<file path="src/rtl/systolic_array_ctrl_if.sv">
// Result-row handshake between the array sequencer and its consumer.
interface systolic_array_ctrl_if #(
    parameter int RW = 2
) ();
    logic          res_valid;
    logic          res_ready;
    logic [RW-1:0] res_row;

    modport master (
        output res_valid,
        output res_row,
        input  res_ready
    );

    modport slave (
        input  res_valid,
        input  res_row,
        output res_ready
    );
endinterface

</file>
<file path="src/rtl/systolic_array_ctrl.sv">
// Job sequencer for an N x N output-stationary systolic MAC array:
// clear, skewed operand feed, settle, then row-by-row result readout.
module systolic_array_ctrl #(
    parameter int N     = 4,
    parameter int K_MAX = 7,
    parameter int KW    = 3,
    parameter int TW    = 4,
    parameter int RW    = 2
) (
    input  logic                  clk,
    input  logic                  rst,
    input  logic                  start,
    input  logic [KW-1:0]         k_len,
    output logic                  busy,
    output logic                  pe_clr,
    output logic [TW-1:0]         step_cnt,
    output logic [N-1:0]          a_lane_valid,
    output logic [N-1:0]          b_lane_valid,
    output logic                  done,
    systolic_array_ctrl_if.master res
);

    localparam logic [KW-1:0] KL_MAX    = KW'(K_MAX);
    localparam logic [TW-1:0] SKEW_LAST = TW'(2 * N - 3);
    localparam logic [RW-1:0] ROW_LAST  = RW'(N - 1);

    typedef enum logic [2:0] {
        S_IDLE,
        S_CLEAR,
        S_FEED,
        S_SETTLE,
        S_READOUT,
        S_DONE
    } state_e;

    state_e        state_q, state_d;
    logic [KW-1:0] kl_q, kl_d;
    logic [TW-1:0] step_q, step_d;
    logic [RW-1:0] row_q, row_d;
    logic          busy_q, busy_d;
    logic          clr_q, clr_d;
    logic [N-1:0]  mask_q, mask_d;
    logic          res_valid_q, res_valid_d;
    logic          done_q, done_d;

    // Final feed step t = F-1 = kl + 2N - 3.
    logic [TW-1:0] feed_last;
    assign feed_last = TW'(kl_q) + SKEW_LAST;

    always_comb begin
        int diff;
        diff    = 0;
        state_d = state_q;
        kl_d    = kl_q;
        step_d  = step_q;
        row_d   = row_q;

        case (state_q)
            S_IDLE: begin
                if (start) begin
                    kl_d    = (k_len > KL_MAX) ? KL_MAX : k_len;
                    step_d  = '0;
                    state_d = S_CLEAR;
                end
            end
            S_CLEAR: begin
                step_d  = '0;
                state_d = (kl_q == '0) ? S_SETTLE : S_FEED;
            end
            S_FEED: begin
                if (step_q == feed_last) begin
                    state_d = S_SETTLE;
                end else begin
                    step_d = step_q + 1'b1;
                end
            end
            S_SETTLE: begin
                row_d   = '0;
                state_d = S_READOUT;
            end
            S_READOUT: begin
                if (res_valid_q && res.res_ready) begin
                    if (row_q == ROW_LAST) begin
                        row_d   = '0;
                        state_d = S_DONE;
                    end else begin
                        row_d = row_q + 1'b1;
                    end
                end
            end
            S_DONE: begin
                state_d = S_IDLE;
            end
            default: begin
                state_d = S_IDLE;
            end
        endcase

        if (rst) begin
            state_d = S_IDLE;
            kl_d    = '0;
            step_d  = '0;
            row_d   = '0;
        end

        // Outputs are precomputed from next state so they leave a flop.
        busy_d      = (state_d != S_IDLE);
        clr_d       = (state_d == S_CLEAR);
        res_valid_d = (state_d == S_READOUT);
        done_d      = (state_d == S_DONE);
        mask_d      = '0;
        for (int unsigned i = 0; i < N; i++) begin
            diff      = int'(step_d) - int'(i);
            mask_d[i] = (state_d == S_FEED) && (diff >= 0) && (diff < int'(kl_d));
        end
    end

    always_ff @(posedge clk) begin
        state_q     <= state_d;
        kl_q        <= kl_d;
        step_q      <= step_d;
        row_q       <= row_d;
        busy_q      <= busy_d;
        clr_q       <= clr_d;
        mask_q      <= mask_d;
        res_valid_q <= res_valid_d;
        done_q      <= done_d;
    end

    // Reset clears the array combinationally so an aborted job leaves no residue.
    assign pe_clr        = rst | clr_q;
    assign busy          = busy_q;
    assign step_cnt      = step_q;
    assign a_lane_valid  = mask_q;
    assign b_lane_valid  = mask_q;
    assign done          = done_q;
    assign res.res_valid = res_valid_q;
    assign res.res_row   = row_q;

endmodule
</file>
<file path="src/flat_wrapper.sv">
// flat-port wrapper written by rule: the top's interface ports become plain ports
module systolic_array_ctrl_flat 
#(
    parameter int N     = 4,
    parameter int K_MAX = 7,
    parameter int KW    = 3,
    parameter int TW    = 4,
    parameter int RW    = 2
)
  (clk, rst, start, k_len, busy, pe_clr, step_cnt, a_lane_valid, b_lane_valid, done, res_res_valid, res_res_row, res_res_ready);
  systolic_array_ctrl_if #(.RW(RW)) res_i ();
  input  logic clk;
  input  logic rst;
  input  logic start;
  input  logic [KW-1:0] k_len;
  output logic busy;
  output logic pe_clr;
  output logic [TW-1:0] step_cnt;
  output logic [N-1:0] a_lane_valid;
  output logic [N-1:0] b_lane_valid;
  output logic done;
  output wire logic [$bits(res_i.res_valid)-1:0] res_res_valid;
  output wire logic [$bits(res_i.res_row)-1:0] res_res_row;
  input wire logic [$bits(res_i.res_ready)-1:0] res_res_ready;
  assign res_res_valid = res_i.res_valid;
  assign res_res_row = res_i.res_row;
  assign res_i.res_ready = res_res_ready;
  systolic_array_ctrl #(.N(N), .K_MAX(K_MAX), .KW(KW), .TW(TW), .RW(RW)) u_core (.clk(clk), .rst(rst), .start(start), .k_len(k_len), .busy(busy), .pe_clr(pe_clr), .step_cnt(step_cnt), .a_lane_valid(a_lane_valid), .b_lane_valid(b_lane_valid), .done(done), .res(res_i));
endmodule
</file>
<file path="config.mk">
export PLATFORM = sky130hd
export DESIGN_NAME = systolic_array_ctrl_flat
export DESIGN_NICKNAME = d
export VERILOG_FILES = /design/src/rtl/systolic_array_ctrl_if.sv /design/src/rtl/systolic_array_ctrl.sv /design/src/flat_wrapper.sv
export SDC_FILE = /design/constraint.sdc
export NUM_CORES = 1
export LEC_CHECK = 0
export CORE_AREA = 2 2 72 74
export DETAILED_ROUTE_END_ITERATION = 6
export DIE_AREA = 0 0 74 76
export DONT_BUFFER_PORTS = 1
export HOLD_SLACK_MARGIN = 0.1
export MAX_ROUTING_LAYER = met4
export PLACE_DENSITY = 0.5
export SYNTH_ARGS = -nofsm -noshare
export SYNTH_HDL_FRONTEND = slang
export SYNTH_SLANG_ARGS = --single-unit
</file>
<file path="constraint.sdc">
create_clock -name clk -period 3.9 [get_ports clk]
set_input_delay 0.585 -clock clk [delete_from_list [all_inputs] [get_ports clk]]
set_output_delay 0.585 -clock clk [all_outputs]
set_load 0.05 [all_outputs]
</file>
== Yosys cells after proc, flatten, opt, wreduce, memory -nomap -nowiden ==
Index checks and enable logic that the tools add are counted.

* Register bits after elaboration: 20
* Input bits: 7
* Output and inout bits: 18
* Logic and storage cells: 68

* $add $sub $neg: 6
* Order comparisons: 9
* Equality and inequality tests: 11
* Mux-type cells: 18
* Bitwise logic cells: 1
* Reduce and logical (&&, ||, !) cells: 14

{| class="wikitable"
|+ Operators by type and width
! kind !! number
|-
| $ge A32 B1 Y1 const B || 3
|-
| $lt A32 B4 Y1 || 3
|-
| $mux W3 || 9
|-
| $pmux W3 S5 || 1
|-
| $mux W4 || 3
|-
| $pmux W4 S3 || 1
|-
| $sub A4 B2 Y5 const B || 2
|-
| $eq A3 B2 Y1 const B || 3
|-
| $eq A3 B3 Y1 const B || 3
|-
| $logic_and A1 B1 Y1 || 9
|-
| $eq A3 B1 Y1 const B || 2
|-
| $logic_not A3 Y1 || 2
|-
| $sub A4 B1 Y5 const B || 1
|-
| $add A3 B3 Y4 const B || 1
|-
| $add A4 B1 Y4 const B || 1
|-
| $eq A4 B4 Y1 || 1
|-
| $ge A4 B1 Y1 const B || 1
|-
| $lt A4 B3 Y1 || 1
|-
| $mux W2 || 2
|-
| $pmux W2 S2 || 1
|-
| $gt A3 B3 Y1 const B || 1
|-
| $reduce_bool A3 Y1 || 1
|-
| $add A2 B1 Y2 const B || 1
|-
| $eq A2 B2 Y1 const B || 1
|-
| 5 further kinds || 5
|}

== Logic depth before layout (Yosys ltp) ==
Gate-level depths: netlist of run 1.

* Word-level depth: 9
* Mapped depth: 15
* Depth with buffers taken out: 15

== Least setup slack after synthesis of run 1 ==
No wires, ideal clock.

* Path type: register to register
* From: reg u_core.step_q[2], in the netlist u_core.step_cnt[2]
* To: reg u_core.mask_q[3], in the netlist u_core.a_lane_valid[3]
* Library setup time: 86 ps
* Arrival: 3168 ps
* Data required time: 3814 ps
* Path slack: 647 ps
* Stages on the path, launching flop included: 15
* Path buffers: 0
* Period minus slack after synthesis: 3253 ps
* Cell sequence: dfxtp_1 -> xnor2_1 -> and3_4 -> o211ai_4 -> o21ai_0 -> and3_1 -> nor2_1 -> inv_1 -> ha_1 -> xnor2_1 -> ha_1 -> o21ai_0 -> a31oi_1 -> or3_1 -> a211oi_1

* Longest elaborated chain between the ends: 8

{| class="wikitable"
|+ RTL lines
! what !! RTL line !! text
|-
| from (decl) || systolic_array_ctrl.sv:38 || <nowiki>logic [TW-1:0] step_q, step_d;</nowiki>
|-
| from (signal assigned) || systolic_array_ctrl.sv:121 || <nowiki>step_q <= step_d;</nowiki>
|-
| $eq A4 B4 Y1 * || systolic_array_ctrl.sv:71 || <nowiki>if (step_q == feed_last) begin</nowiki>
|-
| $mux W4 * || systolic_array_ctrl.sv:71 ||
|-
| $pmux W4 S3 * || systolic_array_ctrl.sv:58 || <nowiki>case (state_q)</nowiki>
|-
| $mux W4 * || systolic_array_ctrl.sv:99 || <nowiki>if (rst) begin</nowiki>
|-
| named net u_core.step_d[1] || systolic_array_ctrl.sv:38 ||
|-
| $sub A4 B2 Y5 * || systolic_array_ctrl.sv:113 || <nowiki>diff = int'(step_d) - int'(i);</nowiki>
|-
| $ge A32 B1 Y1 || systolic_array_ctrl.sv:114 || <nowiki>mask_d[i] = (state_d == S_FEED) && (diff >= 0) && (diff < int'(kl_d));</nowiki>
|-
| $logic_and A1 B1 Y1 || systolic_array_ctrl.sv:114 ||
|-
| $logic_and A1 B1 Y1 * || systolic_array_ctrl.sv:114 ||
|-
| named net u_core.mask_d[3] || systolic_array_ctrl.sv:42 || <nowiki>logic [N-1:0] mask_q, mask_d;</nowiki>
|-
| to (signal assigned) || systolic_array_ctrl.sv:125 || <nowiki>mask_q <= mask_d;</nowiki>
|-
| to (decl) || systolic_array_ctrl.sv:42 ||
|}

Mark *: on every way through the listed nets, which the timed path passes. The rest lies on a longest branch.
A chain may end at the register's enable or synchronous reset.

== Worst setup path in the final report of run 1 ==
* From: reg u_core.kl_q[0]
* To: reg u_core.mask_q[3], in the netlist u_core.a_lane_valid[3]

* Longest elaborated chain between the ends: 9

{| class="wikitable"
|+ RTL lines
! what !! RTL line !! text
|-
| from (decl) || systolic_array_ctrl.sv:37 || <nowiki>logic [KW-1:0] kl_q, kl_d;</nowiki>
|-
| from (signal assigned) || systolic_array_ctrl.sv:120 || <nowiki>kl_q <= kl_d;</nowiki>
|-
| $add A3 B3 Y4 * || systolic_array_ctrl.sv:48 || <nowiki>assign feed_last = TW'(kl_q) + SKEW_LAST;</nowiki>
|-
| $eq A4 B4 Y1 * || systolic_array_ctrl.sv:71 ||
|-
| $mux W4 * || systolic_array_ctrl.sv:71 ||
|-
| $pmux W4 S3 * || systolic_array_ctrl.sv:58 ||
|-
| $mux W4 * || systolic_array_ctrl.sv:99 ||
|-
| named net u_core.step_d[1] || systolic_array_ctrl.sv:38 ||
|-
| $sub A4 B2 Y5 * || systolic_array_ctrl.sv:113 ||
|-
| $ge A32 B1 Y1 || systolic_array_ctrl.sv:114 ||
|-
| $logic_and A1 B1 Y1 || systolic_array_ctrl.sv:114 ||
|-
| $logic_and A1 B1 Y1 * || systolic_array_ctrl.sv:114 ||
|-
| named net u_core.mask_d[3] || systolic_array_ctrl.sv:42 ||
|}

Marked as above.

==> results of run 1 <==
[power by group]
group | internal [W] | switching (W)
clock | 0.0000687 | 0.0000653
combinational | 0.0000649 | 0.0000938
sequential | 0.000221 | 0.0000438
total | 0.000355 | 0.000203
[metal layers]
metal	global-route usage, %	share of wire (%)	wire (µm)
met3	3.439	5.3	170
met5	-	0	0
met1	14.45	44	1422
met4	5.273	2.3	75
met2	19.02	48	1529
[path summary, 6_finish.rpt]
| kind | from | to | slack (ps) |
|---|---|---|---|
| max | u_core.kl_q[0]$_DFF_P_ | u_core.a_lane_valid[3]$_DFF_P_ | 490 |
| min | rst | u_core.res.res_row[1]$_SDFFE_PP0P_ | 390 |
| max reg2reg | u_core.kl_q[0]$_DFF_P_ | u_core.a_lane_valid[3]$_DFF_P_ | 490 |
| min reg2reg | u_core.state_q[2]$_DFF_P_ | u_core.state_q[2]$_DFF_P_ | 700 |
[area by class of cell]
type / count / area share, %
clock buffer: 3 / 2.725
inverter: 15 / 3.716
multi-input combinational: 113 / 59.37
sequential: 20 / 26.42
tap: 70 / 5.780
timing repair buffer: 4 / 1.982
[flip-flops by register name, indices dropped and copies added, names as in the netlist]
| name | flops |
|---|---|
| u_core.a_lane_valid | 4 |
| u_core.step_cnt | 4 |
| u_core.res.res_row | 2 |
| u_core.kl_q | 3 |
| u_core.res.res_valid | 1 |
| u_core.done | 1 |
| u_core.state_q | 3 |
| u_core.busy | 1 |
| u_core.clr_q | 1 |
[cell families after synthesis]
family          after synthesis  synth area share [%]
simple gates                 54                 23.15
compound gates               32                 19.06
buf+inv                      23                 7.479
flops                        20                 28.49
fa+ha+maj                    17                 15.14
xor+xnor                      6                 3.740
mux                           4                 2.939
[through the flow]
stage	total power, W	util [%]	instance area [µm²]	instances	worst slack [ps]
2_1_floorplan	0.0003974	-	1405	156	646.7
3_3_place_gp	0.0004247	30.01	1474	222	669.2
3_5_place_dp	0.0004282	30.01	1474	222	569.7
4_1_cts	0.0005659	30.85	1515	225	513.5
5_1_grt	0.0005978	30.85	1515	225	189.0
6_report	0.0005574	30.85	1515	225	489.9
[cell usage in the layout (no fill, tap or decap), types with 3 or more instances in the layout]
| master | count |
|---|---|
| and3_1 | 3 |
| a21oi_1 | 5 |
| nand3_1 | 3 |
| ha_1 | 17 |
| clkbuf_8 | 3 |
| dfxtp_1 | 20 |
| nor2_1 | 10 |
| nor3b_1 | 3 |
| or2_2 | 5 |
| nand2_1 | 8 |
| inv_1 | 14 |
| o21ai_0 | 3 |
| a31oi_1 | 4 |
| nor3_1 | 4 |
| xnor2_1 | 5 |
| buf_4 | 4 |
| mux2i_1 | 3 |
==> results.md, run 1 <==
- Reg2Reg Depth: 15
- Clk_lat worst skew: 250 ps
- Slew Limit Fails: 0
- Skew final: 6.637 ps
- CTS tree: done
- Post-CTS setup buffer count: 0
- Area of the multi-input gates: 899.6 µm²
- Max-cap viol count: 0
- P_leak: 0.6256 nW
- Post-synth top area share: 28.50%
- Crit Path Max Fanout: 8
- Hold depth: 1
- Most frequent CP cell: ha_1
- Num CTS Buffers: 3
- Most frequent cell after synthesis: dfxtp_1
- Core Area: 4912 µm²
- Reg area: 400.4 µm²
- Largest cells by area after synthesis: dfxtp_1 (28%), ha_1 (15%), inv_1 (3.7%)
- Total gr overflow: 0
- Syn-to-layout area delta: 7.836%
- DRC errors left: 0
- Die Ht: 76 µm
- Pwr Density: 367.9 nW/µm²
- Crit start category: flop
- Worst Tran Pin Value: 949.2 ps
- Sequential share of the synthesized area: 28.50%
- 1st-iter DRT viols: 23
- Cell family with most CP delay: simple AND/OR/NAND/NOR gates
- Netlist cell types: 51
- Post-Syn Area: 1405 µm²
- Bufs on Longest Clock Path: 2
- I/O Buffers: 0
- Global-route usage over all layers: 12.19%
- CP cell instances: ha_1 -> xnor2_1 -> and3_4 -> o211ai_4 -> o21ai_0 -> and3_1 -> nor2_1 -> inv_1 -> ha_1 -> xnor2_1 -> ha_1 -> o21ai_0 -> a31oi_1 -> or3_1 -> a211oi_1
- RSZ-0062 raised after global routing: no
- FFs w/ async S/R, synth: 0%
- Crit Path Class: flop to flop
- H-tree levels: 1
- Hold-fix buffers, CTS: 0
- Critical path buffers and inverters: 1
- Area leader, netlist: dfxtp_1
- Vias in the first global route: 1111
- Pin count of the biggest net entering global routing: 15
- Worst-path clk slew: 70 ps
- Crit path time final: 3410 ps
- First-pass GRT wire length: 5244 µm
- Post-synthesis register bit count: 20
- Post-CTS resize count: 0
- Period utilisation layout: 87.44%
- Antenna Cells: 0
- Post-synth top cells: dfxtp_1 (20), ha_1 (17), inv_1 (14), nor2_1 (10), nand2_1 (8)
- Post-synth EDFFs: 0
- Routed WL: 3197 µm
- DR WL/cell: 14.21 µm
- Via count: 1124
- Initial antenna violation count: 0
- CP endpoint kind: flop
- Synth Flop Type: dfxtp_1
- Post-DP HPWL: 2490 µm
- Status: completed
- Peak VDD IR: 145.3 µV
- Final setup violation count: 0
- Hold Slack: 391.5 ps
- Max Clock Freq: 293.2 MHz
- Slew margin rel.: 36.63%
- Sum of negative setup slack: 0 ps
- Layout Nets: 181
- Crit path DAT: 3570 ps
- Root buffer cell: clkbuf_8
- Sink Count: 20
- Die ar.: 5624 µm²
- Fraction of layout cells with a size suffix above 1: 18.06%
- Final number of hold-violating endpoints: 0
- IO Count: 25
- First-pass DRT Iterations: 5
- Critical Path RT: 4060 ps
- Mean Syn Cell Area: 9.007 µm²
- Final antenna-violating net count: 0
- Die width: 74 µm
- GPL Wtd Cong: 0.7895
- Crit path largest cell delay: 370 ps
- Syn nets: 180
- Vias/cell: 4.996
- Initial Util: 28.60%
- Cells after Synth: 156
- Yosys warnings: 0
- FILL cells: 517
- Number of cells on the critical path: 15
- CP max-delay cell: dfxtp_1
- Hold Crit Class: primary input to flop
- Total number of placement rows: 26
Power figures use the tool's default switching activity.
==> run 2, diff against run 1 <==
Settings changed: CORE_AREA 2 2 72 74 to 2 2 54 56, DIE_AREA 0 0 74 76 to 0 0 56 58, PLACE_DENSITY 0.5 to 0.75.
==> results.md, run 2 (synthesized netlist as in run 1, its figures left out) <==
- Num CTS Buffers: 3
- Switching power: 0.0001997 W
- Crit start category: flop
- Reg-to-reg startpoint: u_core.kl_q[0]$_DFF_P_
- Final number of hold-violating endpoints: 0
- Worst-path clk slew: 110 ps
- Status: completed
- Period utilisation layout: 90.80%
- Via count: 1169
- Root buffer cell: clkbuf_4
- Crit Path Max Fanout: 8
- Total number of placement rows: 19
- P_leak: 0.6250 nW
- Sink Count: 20
- Max-cap viol count: 0
- IO Count: 25
- DR WL/cell: 16.27 µm
- Final setup violation count: 0
- CP endpoint kind: flop
- Layout Nets: 181
- FILL cells: 243
- Reg2Reg Depth: 15
- Worst R2R End: u_core.a_lane_valid[3]$_DFF_P_
- Post-DP HPWL: 2380 µm
- Hold Crit Class: primary input to flop
- Final antenna-violating net count: 0
- Bufs on Longest Clock Path: 2
- RSZ-0062 raised after global routing: no
- Worst Tran Pin Value: 949.3 ps
- Core Area: 2663 µm²
- Hold-fix buffers, CTS: 0
- DRC errors left: 0
- DP Cell Count: 183
- First-pass DRT Iterations: 4
- H-tree levels: 1
- Sequential Power Share: 49.3%
- Finished Layout Cells: 187
- First-pass GRT wire length: 5154 µm
- Post-CTS setup buffer count: 0
- Total chip power: 0.0005429 W
- CTS tree: done
- Pint: 0.0003432 W
- Fraction of layout cells with a size suffix above 1: 18.59%
- Crit path DAT: 3740 ps
- Worst Setup EP: u_core.a_lane_valid[3]$_DFF_P_
- Syn-to-layout area delta: 4.007%
- Critical Path RT: 4100 ps
- GPL Wtd Cong: 0.9388
- Peak VDD IR: 285.3 µV
- Crit path time final: 3541 ps
- Vias/cell: 6.251
- Skew final: 5.420 ps
- Clk_lat worst skew: 300 ps
- Clock power frac: 21.6%
- Die Ht: 58 µm
- Total gr overflow: 0
- Hold path start: rst
- Slew Limit Fails: 0
- Routed WL: 3042 µm
- Most frequent cells in the layout: dfxtp_1 (20), ha_1 (17), inv_1 (14)
- 1st-iter DRT viols: 52
- Max Clock Freq: 282.4 MHz
- Global-route usage over all layers: 20.43%
- Combinational power share: 29.1%
- Die width: 56 µm
- Die ar.: 3248 µm²
- R2r setup slk: 360 ps
- Post-CTS resize count: 0
- Initial Util: 52.77%
- Worst Setup SP: u_core.kl_q[0]$_DFF_P_
- Antenna Cells: 0
- Vias in the first global route: 1177
- Hold Slack: 340.8 ps
- I/O Buffers: 0
- Initial antenna violation count: 0
- Sw Ratio: 36.78%
- Slew margin rel.: 36.62%
- Pwr Density: 371.5 nW/µm²
- Crit Path Class: flop to flop
- Pin count of the biggest net entering global routing: 15
- Sum of negative setup slack: 0 ps
- Leading cell type in the layout, fill and taps excluded: dfxtp_1
==> run 2: changes by cell type in the layout (fill, tap and decap cells not counted) <==
cell      delta
clkbuf_8     -2
clkbuf_4     +3
==> run 2: worst min-delay path by stage <==
stage	endpoint	slack (ps)	depth (start not counted)
after floorplan	u_core.kl_q[0]$_DFF_P_	660	3
after global placement	u_core.res.res_row[0]$_SDFFE_PP0P_	660	1
after detailed placement	u_core.res.res_row[1]$_SDFFE_PP0P_	660	1
after CTS	u_core.res.res_row[1]$_SDFFE_PP0P_	340	1
after global routing	u_core.clr_q$_DFF_P_	330	1
final	u_core.res.res_row[1]$_SDFFE_PP0P_	340	1
==> run 2: power by group through the flow <==
stage | sequential (W) | clock [W] | combinational [W]
after floorplan | 0.000260 | 0 | 0.000137
final | 0.000268 | 0.000117 | 0.000158
after CTS | 0.000267 | 0.000118 | 0.000157
after detailed placement | 0.000272 | 0 | 0.000156
after global placement | 0.000271 | 0 | 0.000150
after global routing | 0.000270 | 0.000128 | 0.000175
==> run 2: final cells by class <==
| type | instances | area [µm²] | area share, % |
|---|---|---|---|
| Multi-Input combinational cell | 113 | 899.6 | 61.56 |
| Timing Repair Buffer | 4 | 30.03 | 2.055 |
| Sequential cell | 20 | 400.4 | 27.40 |
| Tap cell | 31 | 38.79 | 2.654 |
| Clock buffer | 4 | 36.28 | 2.483 |
| Inverter | 15 | 56.30 | 3.853 |
==> run 2: metrics by stage <==
step                      utilization (%)  setup WS, ps  area (µm²)
after floorplan                         -         646.7        1405
after global placement              53.52         722.9        1425
after detailed placement            53.52         422.9        1425
after CTS                           54.89         376.0        1461
after global routing                54.89         105.8        1461
final                               54.89         358.8        1461
==> run 2: layer usage <==
layer  routed length, µm  vias up  track usage (%)
met5                   0        -                -
met4                 112        0            9.524
met3                 102       11            3.571
met2                1557       28            35.80
met1                1269      569            22.67
li1                    -      561                -
==> run 2: critical path: stages (launching register included) <==
cell	delay (ps)
dfxtp_1	380
ha_1	230
xnor2_1	150
and3_4	200
o211ai_4	270
o21ai_0	150
and3_1	230
nor2_1	310
inv_1	160
ha_1	240
xnor2_1	190
ha_1	260
o21ai_0	70
a31oi_1	60
or3_1	340
a211oi_1	210
==> run 3, diff against run 2 <==
Settings changed: PLACE_DENSITY 0.75 to 0.78, SKIP_CTS_REPAIR_TIMING from default to 1, TNS_END_PERCENT from default to 10.
Clock period 3.9 ns to 2.9 ns, I/O delays scaled along.
==> results.md, run 3 (synthesized netlist as in run 1, its figures left out) <==
- Most frequent CP cell: ha_2
- Hold path start: rst
- CP max-delay cell: dfxtp_4
- Finished Layout Cells: 202
- DR WL/cell: 17.17 µm
- Max-cap viol count: 0
- Critical Path RT: 3140 ps
- Worst-path clk slew: 120 ps
- Layout Nets: 196
- Bufs on Longest Clock Path: 2
- Status: finished with violations
- DR top layer: met4
- Core Area: 2663 µm²
- Crit Path Class: flop to flop
- CP cell instances: ha_2 -> xnor2_2 -> a311oi_2 -> o211ai_4 -> o21ai_2 -> and3_4 -> nor2_4 -> inv_2 -> ha_2 -> xnor2_1 -> ha_1 -> o21ai_1 -> a31oi_1 -> or3_1 -> a211oi_2
- Failing checks: setup timing
- P_leak: 0.6895 nW
- Slew Limit Fails: 0
- Crit Path Max Fanout: 4
- Crit path time final: 2987 ps
- CTS tree: done
- DRC errors left: 0
- Leading cell type in the layout, fill and taps excluded: buf_4
- Final number of hold-violating endpoints: 0
- Hold Crit Class: primary input to flop
- Num CTS Buffers: 3
- Initial Util: 52.77%
- Die ar.: 3248 µm²
- I/O Buffers: 0
- Met2 wire len: 1861 µm
- Final setup margin: -87.02 ps
- CP endpoint kind: flop
- Area of the multi-input gates: 1005 µm²
- First-pass GRT wire length: 5409 µm
- Pint: 0.0004946 W
- FILL cells: 213
- Die width: 56 µm
- Via count: 1249
- Peak VDD IR: 395.1 µV
- Total number of placement rows: 19
- Worst Tran Pin Value: 951.4 ps
- Reg-to-reg startpoint: u_core.kl_q[0]$_DFF_P_
- Final setup violation count: 2
- DP Cell Count: 193
- Fraction of layout cells with a size suffix above 1: 37.43%
- Hold depth: 1
- Sink Count: 20
- Worst R2R End: u_core.a_lane_valid[3]$_DFF_P_
- Post-DP HPWL: 2462 µm
- Initial antenna violation count: 0
- Pwr Density: 470.0 nW/µm²
- Slew margin rel.: 36.49%
- Total gr overflow: 0
- Met3 routed WL: 90 µm
- RSZ-0062 raised after global routing: yes
- R2r setup slk: -90 ps
- Most frequent cells in the layout: buf_4 (19), ha_1 (14), dfxtp_1 (14)
- Skew final: 1.247 ps
- Layout Utilization: 63.44%
- Reg2Reg Depth: 15
- Die Ht: 58 µm
- Routed WL: 3468 µm
- Vias/cell: 6.183
- Sw Ratio: 37.70%
- Reg area: 410.4 µm²
- Vias in the first global route: 1254
- Syn-to-layout area delta: 20.21%
- Hold Path End: u_core.res.res_row[0]$_SDFFE_PP0P_
- Metal1 wirelength: 1437 µm
- Switching power: 0.0002992 W
- Sequential Power Share: 44.6%
- IO Count: 25
- Post-place setup slack: -136.4 ps
- Clock power frac: 21.6%
- Clk_lat worst skew: 310 ps
- Max Clock Freq: 334.8 MHz
- Global-route usage over all layers: 21.50%
- Crit start category: flop
- Antenna Cells: 0
- Crit path DAT: 3230 ps
- First-pass DRT Iterations: 4
- Hold Slack: 170.7 ps
- Combinational power share: 33.9%
- GPL Wtd Cong: 0.9641
- 1st-iter DRT viols: 51
- Root buffer cell: clkbuf_4
- H-tree levels: 1
- Crit path largest cell delay: 380 ps
- Final antenna-violating net count: 0
- Period utilisation layout: 103.0%
- Pin count of the biggest net entering global routing: 15
run 3: area by class of cell:
cell class | count | share of cell area, %
clock buffers | 4 | 2.148
inverters | 15 | 3.333
multi-input cells | 113 | 59.48
flip-flops and latches | 20 | 24.30
well taps | 31 | 2.296
repair buffers | 19 | 8.444
run 3: routing by layer:
layer | global-route usage, % | up-vias
met3 | 3.795 | 10
met4 | 10.20 | 0
met2 | 38.99 | 26
met5 | - | -
met1 | 22.67 | 626
li1 | - | 587
run 3: worst max path at each step:
stage | endpoint | slack, ps | start
final | u_core.a_lane_valid[3]$_DFF_P_ | -90 | u_core.kl_q[0]$_DFF_P_
after detailed placement | u_core.a_lane_valid[3]$_DFF_P_ | -140 | u_core.kl_q[0]$_DFF_P_
after global placement | u_core.a_lane_valid[3]$_DFF_P_ | 20 | u_core.kl_q[0]$_DFF_P_
after floorplan | u_core.a_lane_valid[3]$_DFF_P_ | 20 | u_core.kl_q[0]$_DFF_P_
after CTS | u_core.a_lane_valid[3]$_DFF_P_ | -160 | u_core.kl_q[0]$_DFF_P_
after global routing | u_core.a_lane_valid[3]$_DFF_P_ | -200 | u_core.kl_q[0]$_DFF_P_
run 3: worst max-delay path: cells and delay by family (launching register included):
family                   cells  cell delay [ps]
AO/OA/AOI/OAI                6              980
XOR/XNOR                     2              270
adder cells (fa/ha/maj)      3              620
buffers and inverters        1               70
flip-flops                   1              380
AND/OR/NAND/NOR              3              590
run 3: metrics by stage:
stage	power [W]	area [µm²]	setup TNS [ps]
final	0.0007938	1689	-109.2
after detailed placement	0.0005902	1506	-226.2
after global routing	0.0008368	1689	-382.5
after floorplan	0.0005349	1411	0
after CTS	0.0007556	1543	-275.7
after global placement	0.0005802	1506	0
run 3: power groups by stage:
stage,combinational (W),clock [W],sequential (W)
final,0.000269,0.000171,0.000354
after CTS,0.000233,0.000171,0.000351
after floorplan,0.000185,0,0.000350
after detailed placement,0.000232,0,0.000358
after global routing,0.000295,0.000184,0.000358
after global placement,0.000224,0,0.000356
